===== config.mk =====
export PLATFORM = sky130hd
export DESIGN_NAME = uart_cmd_ctrl
export DESIGN_NICKNAME = d
export VERILOG_FILES = /design/src/rtl/uart_cmd_pkg.sv /design/src/rtl/rx_gap_timer.sv /design/src/rtl/uart_cmd_ctrl.sv
export SDC_FILE = /design/constraint.sdc
export NUM_CORES = 1
export LEC_CHECK = 0
export CAP_MARGIN = 20
export CORE_AREA = 3 3 85 67
export CTS_CLUSTER_SIZE = 20
export DETAILED_ROUTE_END_ITERATION = 8
export DIE_AREA = 0 0 88 70
export PLACE_DENSITY = 0.76
export SYNTH_ARGS = -nofsm -noshare
export SYNTH_HDL_FRONTEND = slang
export SYNTH_SLANG_ARGS = --single-unit

===== constraint.sdc =====
create_clock -name clk -period 5.36 [get_ports clk]
set_input_delay 0.536 -clock clk [delete_from_list [all_inputs] [get_ports clk]]
set_output_delay 0.536 -clock clk [all_outputs]
set_load 0.005 [all_outputs]

===== src/rtl/uart_cmd_pkg.sv =====
// Shared definitions for the UART command path: parser states, error codes and frame defaults.
// The I2C command engine and the TX response block import the same defaults.
package uart_cmd_pkg;

  typedef enum logic [2:0] {
    S_IDLE    = 3'd0,
    S_GET_CMD = 3'd1,
    S_GET_ARG = 3'd2,
    S_GET_SUM = 3'd3,
    S_ISSUE   = 3'd4
  } state_e;

  localparam logic [1:0] ERR_SUM = 2'd1;
  localparam logic [1:0] ERR_TMO = 2'd2;
  localparam logic [1:0] ERR_OVR = 2'd3;

  localparam logic [7:0] DEF_HEADER  = 8'hAA;
  localparam int         DEF_TIMEOUT = 312500;
  localparam int         DEF_TW      = 19;

  function automatic logic [7:0] frame_sum(input logic [7:0] code, input logic [7:0] arg);
    return code ^ arg;
  endfunction

endpackage


===== src/rtl/rx_gap_timer.sv =====
// Inter-byte gap counter. The count equals the number of cycles since the last accepted strobe;
// expired flags the final cycle in which a byte may still arrive.
module rx_gap_timer #(
  parameter int TIMEOUT = 312500,
  parameter int TW      = 19
) (
  input  logic clk,
  input  logic rst_n,
  input  logic clr,
  input  logic en,
  output logic expired
);

  logic [TW-1:0] cnt_q;

  // clr loads 1: the first cycle after a strobe is already one cycle into the gap.
  always_ff @(posedge clk or negedge rst_n) begin
    if (!rst_n) begin
      cnt_q <= '0;
    end else if (clr) begin
      cnt_q <= TW'(1);
    end else if (en) begin
      cnt_q <= cnt_q + TW'(1);
    end
  end

  assign expired = en && (cnt_q == TW'(TIMEOUT - 1));

endmodule


===== src/rtl/uart_cmd_ctrl.sv =====
// Frame parser and command sequencer: assembles HEADER/cmd/arg/sum frames from the UART byte
// stream, enforces the inter-byte timeout and hands good commands to the I2C engine.
module uart_cmd_ctrl
  import uart_cmd_pkg::*;
#(
  parameter logic [7:0] HEADER  = DEF_HEADER,
  parameter int         TIMEOUT = DEF_TIMEOUT,
  parameter int         TW      = DEF_TW
) (
  input  logic       clk,
  input  logic       rst_n,
  input  logic [7:0] rx_data,
  input  logic       rx_done_sig,
  output logic       cmd_valid,
  output logic [7:0] cmd_code,
  output logic [7:0] cmd_arg,
  input  logic       cmd_ready,
  output logic       busy,
  output logic       err_sig,
  output logic [1:0] err_code,
  output logic [2:0] state_dbg_o
);

  // Handshake: cmd_valid rises once a frame checks out and holds with cmd_code/cmd_arg
  // stable until the cycle where cmd_valid & cmd_ready are both high; that cycle transfers it.
  state_e     state_q;
  logic       cmd_valid_q;
  logic [7:0] cmd_code_q;
  logic [7:0] cmd_arg_q;
  logic       err_sig_q;
  logic [1:0] err_code_q;

  logic in_frame;
  logic tmr_clr;
  logic tmr_expired;

  assign in_frame = (state_q == S_GET_CMD) || (state_q == S_GET_ARG) || (state_q == S_GET_SUM);
  assign tmr_clr  = rx_done_sig && (in_frame || ((state_q == S_IDLE) && (rx_data == HEADER)));

  rx_gap_timer #(
    .TIMEOUT (TIMEOUT),
    .TW      (TW)
  ) u_gap_timer (
    .clk     (clk),
    .rst_n   (rst_n),
    .clr     (tmr_clr),
    .en      (in_frame),
    .expired (tmr_expired)
  );

  always_ff @(posedge clk or negedge rst_n) begin
    if (!rst_n) begin
      state_q     <= S_IDLE;
      cmd_valid_q <= 1'b0;
      cmd_code_q  <= 8'h00;
      cmd_arg_q   <= 8'h00;
      err_sig_q   <= 1'b0;
      err_code_q  <= 2'd0;
    end else begin
      err_sig_q <= 1'b0;
      case (state_q)
        S_IDLE: begin
          if (rx_done_sig && (rx_data == HEADER)) state_q <= S_GET_CMD;
        end
        S_GET_CMD: begin
          if (rx_done_sig) begin
            cmd_code_q <= rx_data;
            state_q    <= S_GET_ARG;
          end else if (tmr_expired) begin
            err_sig_q  <= 1'b1;
            err_code_q <= ERR_TMO;
            state_q    <= S_IDLE;
          end
        end
        S_GET_ARG: begin
          if (rx_done_sig) begin
            cmd_arg_q <= rx_data;
            state_q   <= S_GET_SUM;
          end else if (tmr_expired) begin
            err_sig_q  <= 1'b1;
            err_code_q <= ERR_TMO;
            state_q    <= S_IDLE;
          end
        end
        S_GET_SUM: begin
          if (rx_done_sig) begin
            if (rx_data == frame_sum(cmd_code_q, cmd_arg_q)) begin
              cmd_valid_q <= 1'b1;
              state_q     <= S_ISSUE;
            end else begin
              err_sig_q  <= 1'b1;
              err_code_q <= ERR_SUM;
              state_q    <= S_IDLE;
            end
          end else if (tmr_expired) begin
            err_sig_q  <= 1'b1;
            err_code_q <= ERR_TMO;
            state_q    <= S_IDLE;
          end
        end
        S_ISSUE: begin
          // Bytes arriving while a command is pending are dropped, even in the handshake cycle.
          if (rx_done_sig) begin
            err_sig_q  <= 1'b1;
            err_code_q <= ERR_OVR;
          end
          if (cmd_ready) begin
            cmd_valid_q <= 1'b0;
            state_q     <= S_IDLE;
          end
        end
        default: begin
          cmd_valid_q <= 1'b0;
          state_q     <= S_IDLE;
        end
      endcase
    end
  end

  assign cmd_valid   = cmd_valid_q;
  assign cmd_code    = cmd_code_q;
  assign cmd_arg     = cmd_arg_q;
  assign busy        = (state_q != S_IDLE);
  assign err_sig     = err_sig_q;
  assign err_code    = err_code_q;
  assign state_dbg_o = state_q;

endmodule


* Word level (Yosys, flattened, before mapping) *
Cells that the tools add are included.

cells by class
  add/subtract/negate cells = 1
  equal/unequal tests = 14
  reduce and logical (&&, ||, !) cells = 18
  mux-type cells = 26
  bitwise logic cells = 2

operator list
  kind                                                              number
  19-bit two-way mux                                                2
  3-bit two-way mux                                                 7
  19-bit by 1-bit adder with 19-bit output (second input constant)  1
  19-bit == test (second input constant)                            1
  3-bit case mux with 5 select lines                                1
  2-bit two-way mux                                                 5
  8-bit == test                                                     1
  8-bit == test (second input constant)                             1
  1-bit two-way mux                                                 8
  2-bit != test (second input constant)                             4
  4-bit AND reduction                                               2
  8-bit XOR                                                         1
  3-bit by 2-bit == test with 1-bit output (second input constant)  2
  1-bit case mux with 3 select lines                                2
  2-bit case mux with 3 select lines                                1
  2-bit AND reduction                                               3
  3-bit nonzero test                                                2
  1-bit logical AND                                                 4
  2-bit by 1-bit != test with 1-bit output (second input constant)  2
  3-bit by 1-bit == test with 1-bit output (second input constant)  1
  3-bit == test (second input constant)                             1
  3-bit zero test                                                   1
  1-bit logical OR                                                  3
  3-bit != test (second input constant)                             1
  other kinds (4)                                                   4

storage, ports and cells
  register bits = 42
  input bits = 12
  output and inout bits = 24

* Logic depth before layout (Yosys ltp) *
Gate-level depths: netlist (run 1).

  depth after elaboration = 7
  depth in mapped cells = 6

* Hierarchy *
Synthesis (run 1) repeated with hierarchy kept, for this count alone.

second synthesis, totals
  cells, all modules = 205
  area total of the unflattened synthesis = 2302.2 um^2

modules (own cells, without submodules)
  module         cells each  area an instance (um^2)  times used
  uart_cmd_ctrl  99          1273.7                   1
  rx_gap_timer   106         1028.5                   1

* Worst setup path before layout (run 1) *
OpenSTA, ideal clock, no wires.

  path type = in2reg
  from = input port rx_done_sig
  to = register cmd_code_q[0] (netlist: cmd_code[0])
  required time = 5.235 ns
  data arrival time = 1.812 ns
  setup slack = 3.423 ns
  cell stages on the path = 5
  buffers on the path = 2
  cells stage by stage = clkbuf_1 nand2b_1 clkbuf_1 nor3b_2 mux2_2

on the way
  word-level cells in the longest chain between the ends = 1

ends and longest elaborated chain
  item                           RTL line             text
  from (decl)                    uart_cmd_ctrl.sv:13  input logic rx_done_sig,
  2-bit AND reduction (no line)  n/a
  to (signal assigned)           uart_cmd_ctrl.sv:67  cmd_code_q <= rx_data;
  to (decl)                      uart_cmd_ctrl.sv:28  logic [7:0] cmd_code_q;

Every way passes these cells.
A chain may end at the register's enable or synchronous reset.

* Final worst setup path (run 1) *
  from = input port rx_data[2]
  to = register err_sig_q (netlist: err_sig)

on the way
  word-level cells in the longest chain between the ends = 4

ends and longest elaborated chain
  item                                RTL line             text
  from (decl)                         uart_cmd_ctrl.sv:12  input logic [7:0] rx_data,
  8-bit == test                       uart_cmd_ctrl.sv:87  if (rx_data == frame_sum(cmd_code_q, cmd_arg_q)) begin
  1-bit two-way mux                   uart_cmd_ctrl.sv:87
  1-bit two-way mux                   uart_cmd_ctrl.sv:86  if (rx_done_sig) begin
  1-bit case mux with 3 select lines  uart_cmd_ctrl.sv:61  case (state_q)
  to (signal assigned)                uart_cmd_ctrl.sv:60  err_sig_q <= 1'b0;
  to (signal assigned)                uart_cmd_ctrl.sv:70  err_sig_q <= 1'b1;
  to (signal assigned)                uart_cmd_ctrl.sv:91  err_sig_q <= 1'b1;
  to (decl)                           uart_cmd_ctrl.sv:30  logic err_sig_q;

Every way passes these cells.

==> reports/qor.yml, run 1 <==
status: "finished, final reports clean"
finClkSkew_ns: 0.0139
gp_congestion: 0.817
syn2layout_area_growth_pct: 21.8
setup.worst_path.start_class: "input port"
io_buffers: 35
syn_nets: 210
synth_compound_area_share_pct: 10.7
timing.setup.tns_ns: 0
clock-root-buffer: "clkbuf_8"
synthCells: 197
cp.arrival_ns: 2.63
grt_use_total_pct: 16.1
start_util_pct: 45.4
clockBufferDepth: 2
rsz0062_at_grt: "false"
p_per_area_nw_per_um2: 461
fill_cells: 407
wl_mm: 4.63
synth-simple-area-share_pct: 18.5
drt_pass1_iterations: 4
period_minus_slack_ns: 2.50
yosys-mux-area-fraction_pct: 8.14
via_per_inst: 5.64
core_area_um2: 4870
syn_avg_cell_area_um2: 11.2
synth_seq_cells: 42
synth_top_family_by_area: "simple AND/OR/NAND/NOR gates"
seq_area_frac_synth_pct: 47.5
antenna_found_initial: 0
tightest_slew_ns: 0.968
endpoint_kind: "register"
hold_viol: 0
htreeDepth: 2
grt_busiest_layer: "met1"
synthAdderAreaFrac_pct: 0.566
final_nets: 245
final_cells: 293
cap_violations: 0
n_antenna_cell: 0
mostFrequentLayoutCell: "dfrtp_1"
gr-usage-met3_pct: 3.89
placedCellCount: 284
yosys_warnings: 0
grt_max_degree: 43
hold_buffers: 0
grt_pass1_vias: 1581
fin_crit_sh_pct: 46.6
ys_types: 38
r2r-start: "cmd_arg[2]"
synth_xor_area_share_pct: 12.0
dpl.hpwl_mm: 3.31
antenna_left: 0
fmax_mhz: 400
grt_overflow: 0
num_rows: 22
die_height_um: 70
netlist_area_um2: 2210
cp.required_ns: 5.49
die_w_um: 88
final_cell_mix: "dfrtp_1, clkdlybuf4s50_1, mux2_2"
cts_tree: "built"
p_leak_nw: 1.10
critPathLaunch: "rx_data[2]"
grt_util_met2_pct: 22.0
p_total_w: 0.00124
yosysTopAreaCellShare_pct: 47.5
grt_use_met1_pct: 25.5
post-cts-setup-buffers: 0
setup_viol: 0
drive_above_1_share_pct: 13.7
path_class: "in2reg"
route.detailed.drc: 0
worstSkewPairLatency_ns: 0.29
cts.sinks: 42
yosys-top-cells-area: "dfrtp_1, mux2_2, xnor3_1, xnor2_1, a21oi_1"
io_pins: 36
ctsResizeCount: 0
ir_drop_mv: 0.287
postLayoutCoreUtil_pct: 55.3
cts.reportedPaths.clkPinSlew_ns: 0.08
numCtsBuffers: 5
grt_pass1_wl_mm: 7.92
slew_violations: 0
crit_path_max_fanout: 5
slew_headroom_pct: 34.9
drt_iter0_markers: 115
min_path_type: "in2async"
routedWlPerCell_um: 15.8
yosysTopAreaCell: "dfrtp_1"
num_vias: 1653
die_area_um2: 6160
==> path summary, 6_finish.rpt <==
check | to | depth (start not counted) | slack (ns)
worst max-delay path | err_sig | 5 | 2.86
worst min-delay path | cmd_code[0] | 1 | 0.37
worst max register to register | err_sig | 4 | 3.28
worst min register to register | cmd_valid | 1 | 0.51
max in group asynchronous | u_gap_timer.cnt_q[7] | 1 | 4.41
min in group clk | cmd_valid | 1 | 0.51
==> metrics by stage <==
| step | setup WS (ns) | area [µm²] | hold WS [ns] |
|---|---|---|---|
| finish | 2.86 | 2700 | 0.368 |
| global route | 2.74 | 2700 | 0.457 |
| CTS | 2.69 | 2680 | 0.410 |
| detailed placement | 2.41 | 2590 | 0.491 |
| global placement | 2.46 | 2590 | 0.492 |
| floorplan | 3.42 | 2210 | 0.240 |
==> kinds of logic after synthesis <==
family,Yosys count
and+or+nand+nor,70
AOI/OAI and AO/OA,36
muxes,16
xor gates and xnor gates,21
buffers and inverters,11
adders and majority gates,1
DFF,42
==> metal layers <==
metal  share of wire (%)  vias to the layer above
met2                  43                       38
li1                    -                      794
met3                 4.6                        2
met1                  52                      819
met4                0.65                        0
met5                   0                        -
==> state kept, by name, summed over array words and instances (netlist names) <==
| name | count |
|---|---|
| cmd_code | 8 |
| err_code | 2 |
| cmd_valid | 1 |
| state_dbg_o | 3 |
| err_sig | 1 |
| cmd_arg | 8 |
| u_gap_timer.cnt_q | 19 |
==> area by class of cell <==
| type | count | area [µm²] | share of cell area (%) |
|---|---|---|---|
| clock buffer | 6 | 82.6 | 3.06 |
| clock inverter | 2 | 12.5 | 0.464 |
| inverter | 3 | 11.3 | 0.418 |
| multi-input combinational | 144 | 1110 | 41.0 |
| sequential | 42 | 1050 | 39.0 |
| tap | 60 | 75.1 | 2.79 |
| timing repair buffer | 36 | 357 | 13.2 |
==> worst max-delay path, stage by stage <==
cell	delay [ns]
clkdlybuf4s50_1	0.48
xnor3_1	0.43
nand4_1	0.10
nor4_1	0.84
o21ai_0	0.23
==> cells in the mapped netlist <==
library cell	instances
or4_1	3
a21boi_0	1
o21bai_4	1
and4_1	3
mux2_2	16
a21oi_1	14
nor4_1	3
or2_2	1
clkbuf_1	2
o2bb2ai_1	1
nor3_1	1
xnor2_1	10
o21ai_0	8
dfrtp_1	42
nand2b_1	1
nand3_1	7
xnor3_1	6
nor4bb_1	3
o41ai_1	1
and4bb_2	1
o41a_1	1
o21ba_2	1
and3_1	2
xor2_1	5
nand2_1	12
ha_1	1
nor4b_1	2
o31ai_1	3
inv_1	3
a211o_1	1
buf_6	1
o211ai_1	3
a22o_1	1
nand4_1	6
nor2_1	14
buf_2	5
or3_1	9
nor3b_2	2
==> report_power, final <==
part	internal, W	leakage (nW)	total [W]	switching, W
Clock	0.000104	0.0472	0.000212	0.000109
Combinational	0.000334	0.511	0.000522	0.000189
Sequential	0.000404	0.541	0.000507	0.000103
No activity file was read; power rests on OpenSTA's default activity.
==> run 2, diff against run 1 <==
--- a/config.mk
+++ b/config.mk
@@ -10,7 +10,7 @@
 export CTS_CLUSTER_SIZE = 20
 export DETAILED_ROUTE_END_ITERATION = 8
 export DIE_AREA = 0 0 88 70
-export PLACE_DENSITY = 0.76
+export PLACE_DENSITY = 0.79
 export SYNTH_ARGS = -nofsm -noshare
 export SYNTH_HDL_FRONTEND = slang
 export SYNTH_SLANG_ARGS = --single-unit
==> constraint.sdc (replaced) <==
create_clock -name clk -period 2 [get_ports clk]
set_input_delay 0.2 -clock clk [delete_from_list [all_inputs] [get_ports clk]]
set_output_delay 0.2 -clock clk [all_outputs]
set_load 0.005 [all_outputs]
==> run 2 against run 1 <==
  * Final cell count rose by 5.1%
  * Clock power grew to 2.7 times the previous value
  * Count of clock-buffer cells in the layout increased by 1
  * Critical endpoint is now busy
  * Non-clock buffer count increased by 15
  * Register-to-register slack got worse by 3.2 ns
  * Sequential power rose to 2.6 times the previous value
  * Via count rose by 4.3%
  * Global-route usage up 1.3 points
  * Routed wire length increased by 6.2%
==> reports/qor.yml, run 2 (synthesis gave the netlist of run 1 again) <==
min_path_type: "in2async"
start_util_pct: 45.4
cp.arrival_ns: 1.72
wl_met3_um: 211
via_per_inst: 5.60
clkPwrFrac_pct: 16.7
clockBufferDepth: 2
core_area_um2: 4870
largest_reg_flops: 19
io_buffers: 35
top_layer_used: "met4"
setup.worst_path.start_class: "register"
period_minus_slack_ns: 1.92
fin_crit_sh_pct: 96.1
cap_violations: 0
combPwrFrac_pct: 44.8
ff_latch_area_um2: 1050
finClkSkew_ns: 0.00488
worstSkewPairLatency_ns: 0.30
drt_iter0_markers: 159
r2r_cells: 5
rsz0062_at_grt: "false"
clock-root-buffer: "clkbuf_8"
fill_cells: 400
p_leak_nw: 1.17
fin_area_um2: 2800
setup_viol: 0
route.detailed.drc: 0
status: "finished, final reports clean"
wl_met2_mm: 2.18
slew_violations: 0
mostFrequentLayoutCell: "dfrtp_1"
grt_use_total_pct: 17.4
num_rows: 22
die_w_um: 88
gp_congestion: 0.785
grt_pass1_vias: 1716
drive_above_1_share_pct: 18.5
routedWlPerCell_um: 15.9
cp.required_ns: 1.80
cts.reportedPaths.clkPinSlew_ns: 0.08
die_height_um: 70
p_int_w: 0.00232
die_area_um2: 6160
antenna_left: 0
tightest_slew_ns: 0.525
syn2layout_area_growth_pct: 26.8
slew_headroom_pct: 65.0
top_register: "u_gap_timer.cnt_q"
grt_overflow: 0
io_pins: 36
dpl.hpwl_mm: 3.61
path_class: "reg2out"
drt_pass1_iterations: 4
crit_path_max_fanout: 7
cts_tree: "built"
final_nets: 260
p_sw_w: 0.00111
final_cell_mix: "dfrtp_1, clkdlybuf4s50_1, mux2_2"
n_antenna_cell: 0
hold_viol: 0
multiInputGateArea_um2: 1110
wl_met1_mm: 2.42
p_per_area_nw_per_um2: 1220
antenna_found_initial: 0
postLayoutCoreUtil_pct: 57.6
placed_area_um2: 2690
wl_mm: 4.91
num_vias: 1724
p_sw_share_pct: 32.3
timing.setup.tns_ns: 0
fmax_mhz: 520
r2r-start: "u_gap_timer.cnt_q[0]"
critPathLaunch: "state_dbg_o[2]"
htreeDepth: 2
numCtsBuffers: 5
grt_max_degree: 43
cts.sinks: 42
endpoint_kind: "output pin"
grt_pass1_wl_mm: 8.38
pwr-share-seq_pct: 38.5
ir_drop_mv: 0.760
[run 2: final cells by class]
| type | count | share of cell area [%] |
|---|---|---|
| multi-input cells | 144 | 39.4 |
| flip-flops and latches | 42 | 37.5 |
| clock inverters | 1 | 0.178 |
| inverters | 3 | 0.402 |
| clock buffers | 7 | 3.08 |
| repair buffers | 51 | 16.7 |
| well taps | 60 | 2.68 |
[run 2: metal layers]
layer | vias up | global-route usage [%]
met5 | - | 0
met4 | 0 | 7.33
met3 | 9 | 3.42
met2 | 53 | 24.4
met1 | 839 | 25.9
li1 | 823 | -
[run 2: stage by stage]
stage / hold slack [ns] / cells / power (W) / worst slack [ns]
floorplan: -0.0956 / 197 / 0.00214 / 0.193
global placement: 0.297 / 297 / 0.00281 / 0.0891
detailed placement: 0.303 / 297 / 0.00284 / 0.0691
CTS: 0.494 / 306 / 0.00343 / 0.0329
global route: 0.512 / 308 / 0.00365 / 0.00483
finish: 0.495 / 308 / 0.00343 / 0.0779
[run 2: worst paths after layout]
| kind | slack [ns] | endpoint |
|---|---|---|
| min in group clk | 0.50 | state_dbg_o[2] |
| max reg2reg | 0.12 | u_gap_timer.cnt_q[16] |
| min reg2reg | 0.51 | state_dbg_o[1] |
| max in group asynchronous | 1.11 | state_dbg_o[1] |
| max | 0.08 | busy |
| min | 0.50 | cmd_arg[2] |
[run 2: power groups by stage]
stage               Combinational [W]  Clock, W  Sequential (W)
global route                  0.00167  0.000617         0.00137
global placement              0.00148         0         0.00133
floorplan                    0.000832         0         0.00131
finish                        0.00154  0.000574         0.00132
detailed placement            0.00151         0         0.00134
CTS                           0.00152  0.000578         0.00132
[run 2: what timing repair did]
action,CTS,global route
gates resized for setup,0,1
hold buffers,1,0
hold endpoints to repair,42,0
endpoints found under the setup margin,0,1
setup buffers,0,2
[run 2: worst max-delay path: stages (launching register included)]
cell             delay (ns)
dfrtp_1                0.43
buf_4                  0.18
or3_1                  0.36
clkdlybuf4s50_1        0.45
==> run 3, diff against run 2 <==
--- a/config.mk
+++ b/config.mk
@@ -7,9 +7,9 @@
 export LEC_CHECK = 0
 export CAP_MARGIN = 20
 export CORE_AREA = 3 3 85 67
-export CTS_CLUSTER_SIZE = 20
 export DETAILED_ROUTE_END_ITERATION = 8
 export DIE_AREA = 0 0 88 70
+export HOLD_SLACK_MARGIN = 0.15
 export PLACE_DENSITY = 0.79
 export SYNTH_ARGS = -nofsm -noshare
 export SYNTH_HDL_FRONTEND = slang
==> results of run 3 <==
The final DEF is identical to that of run 2; final timing and power are the same.
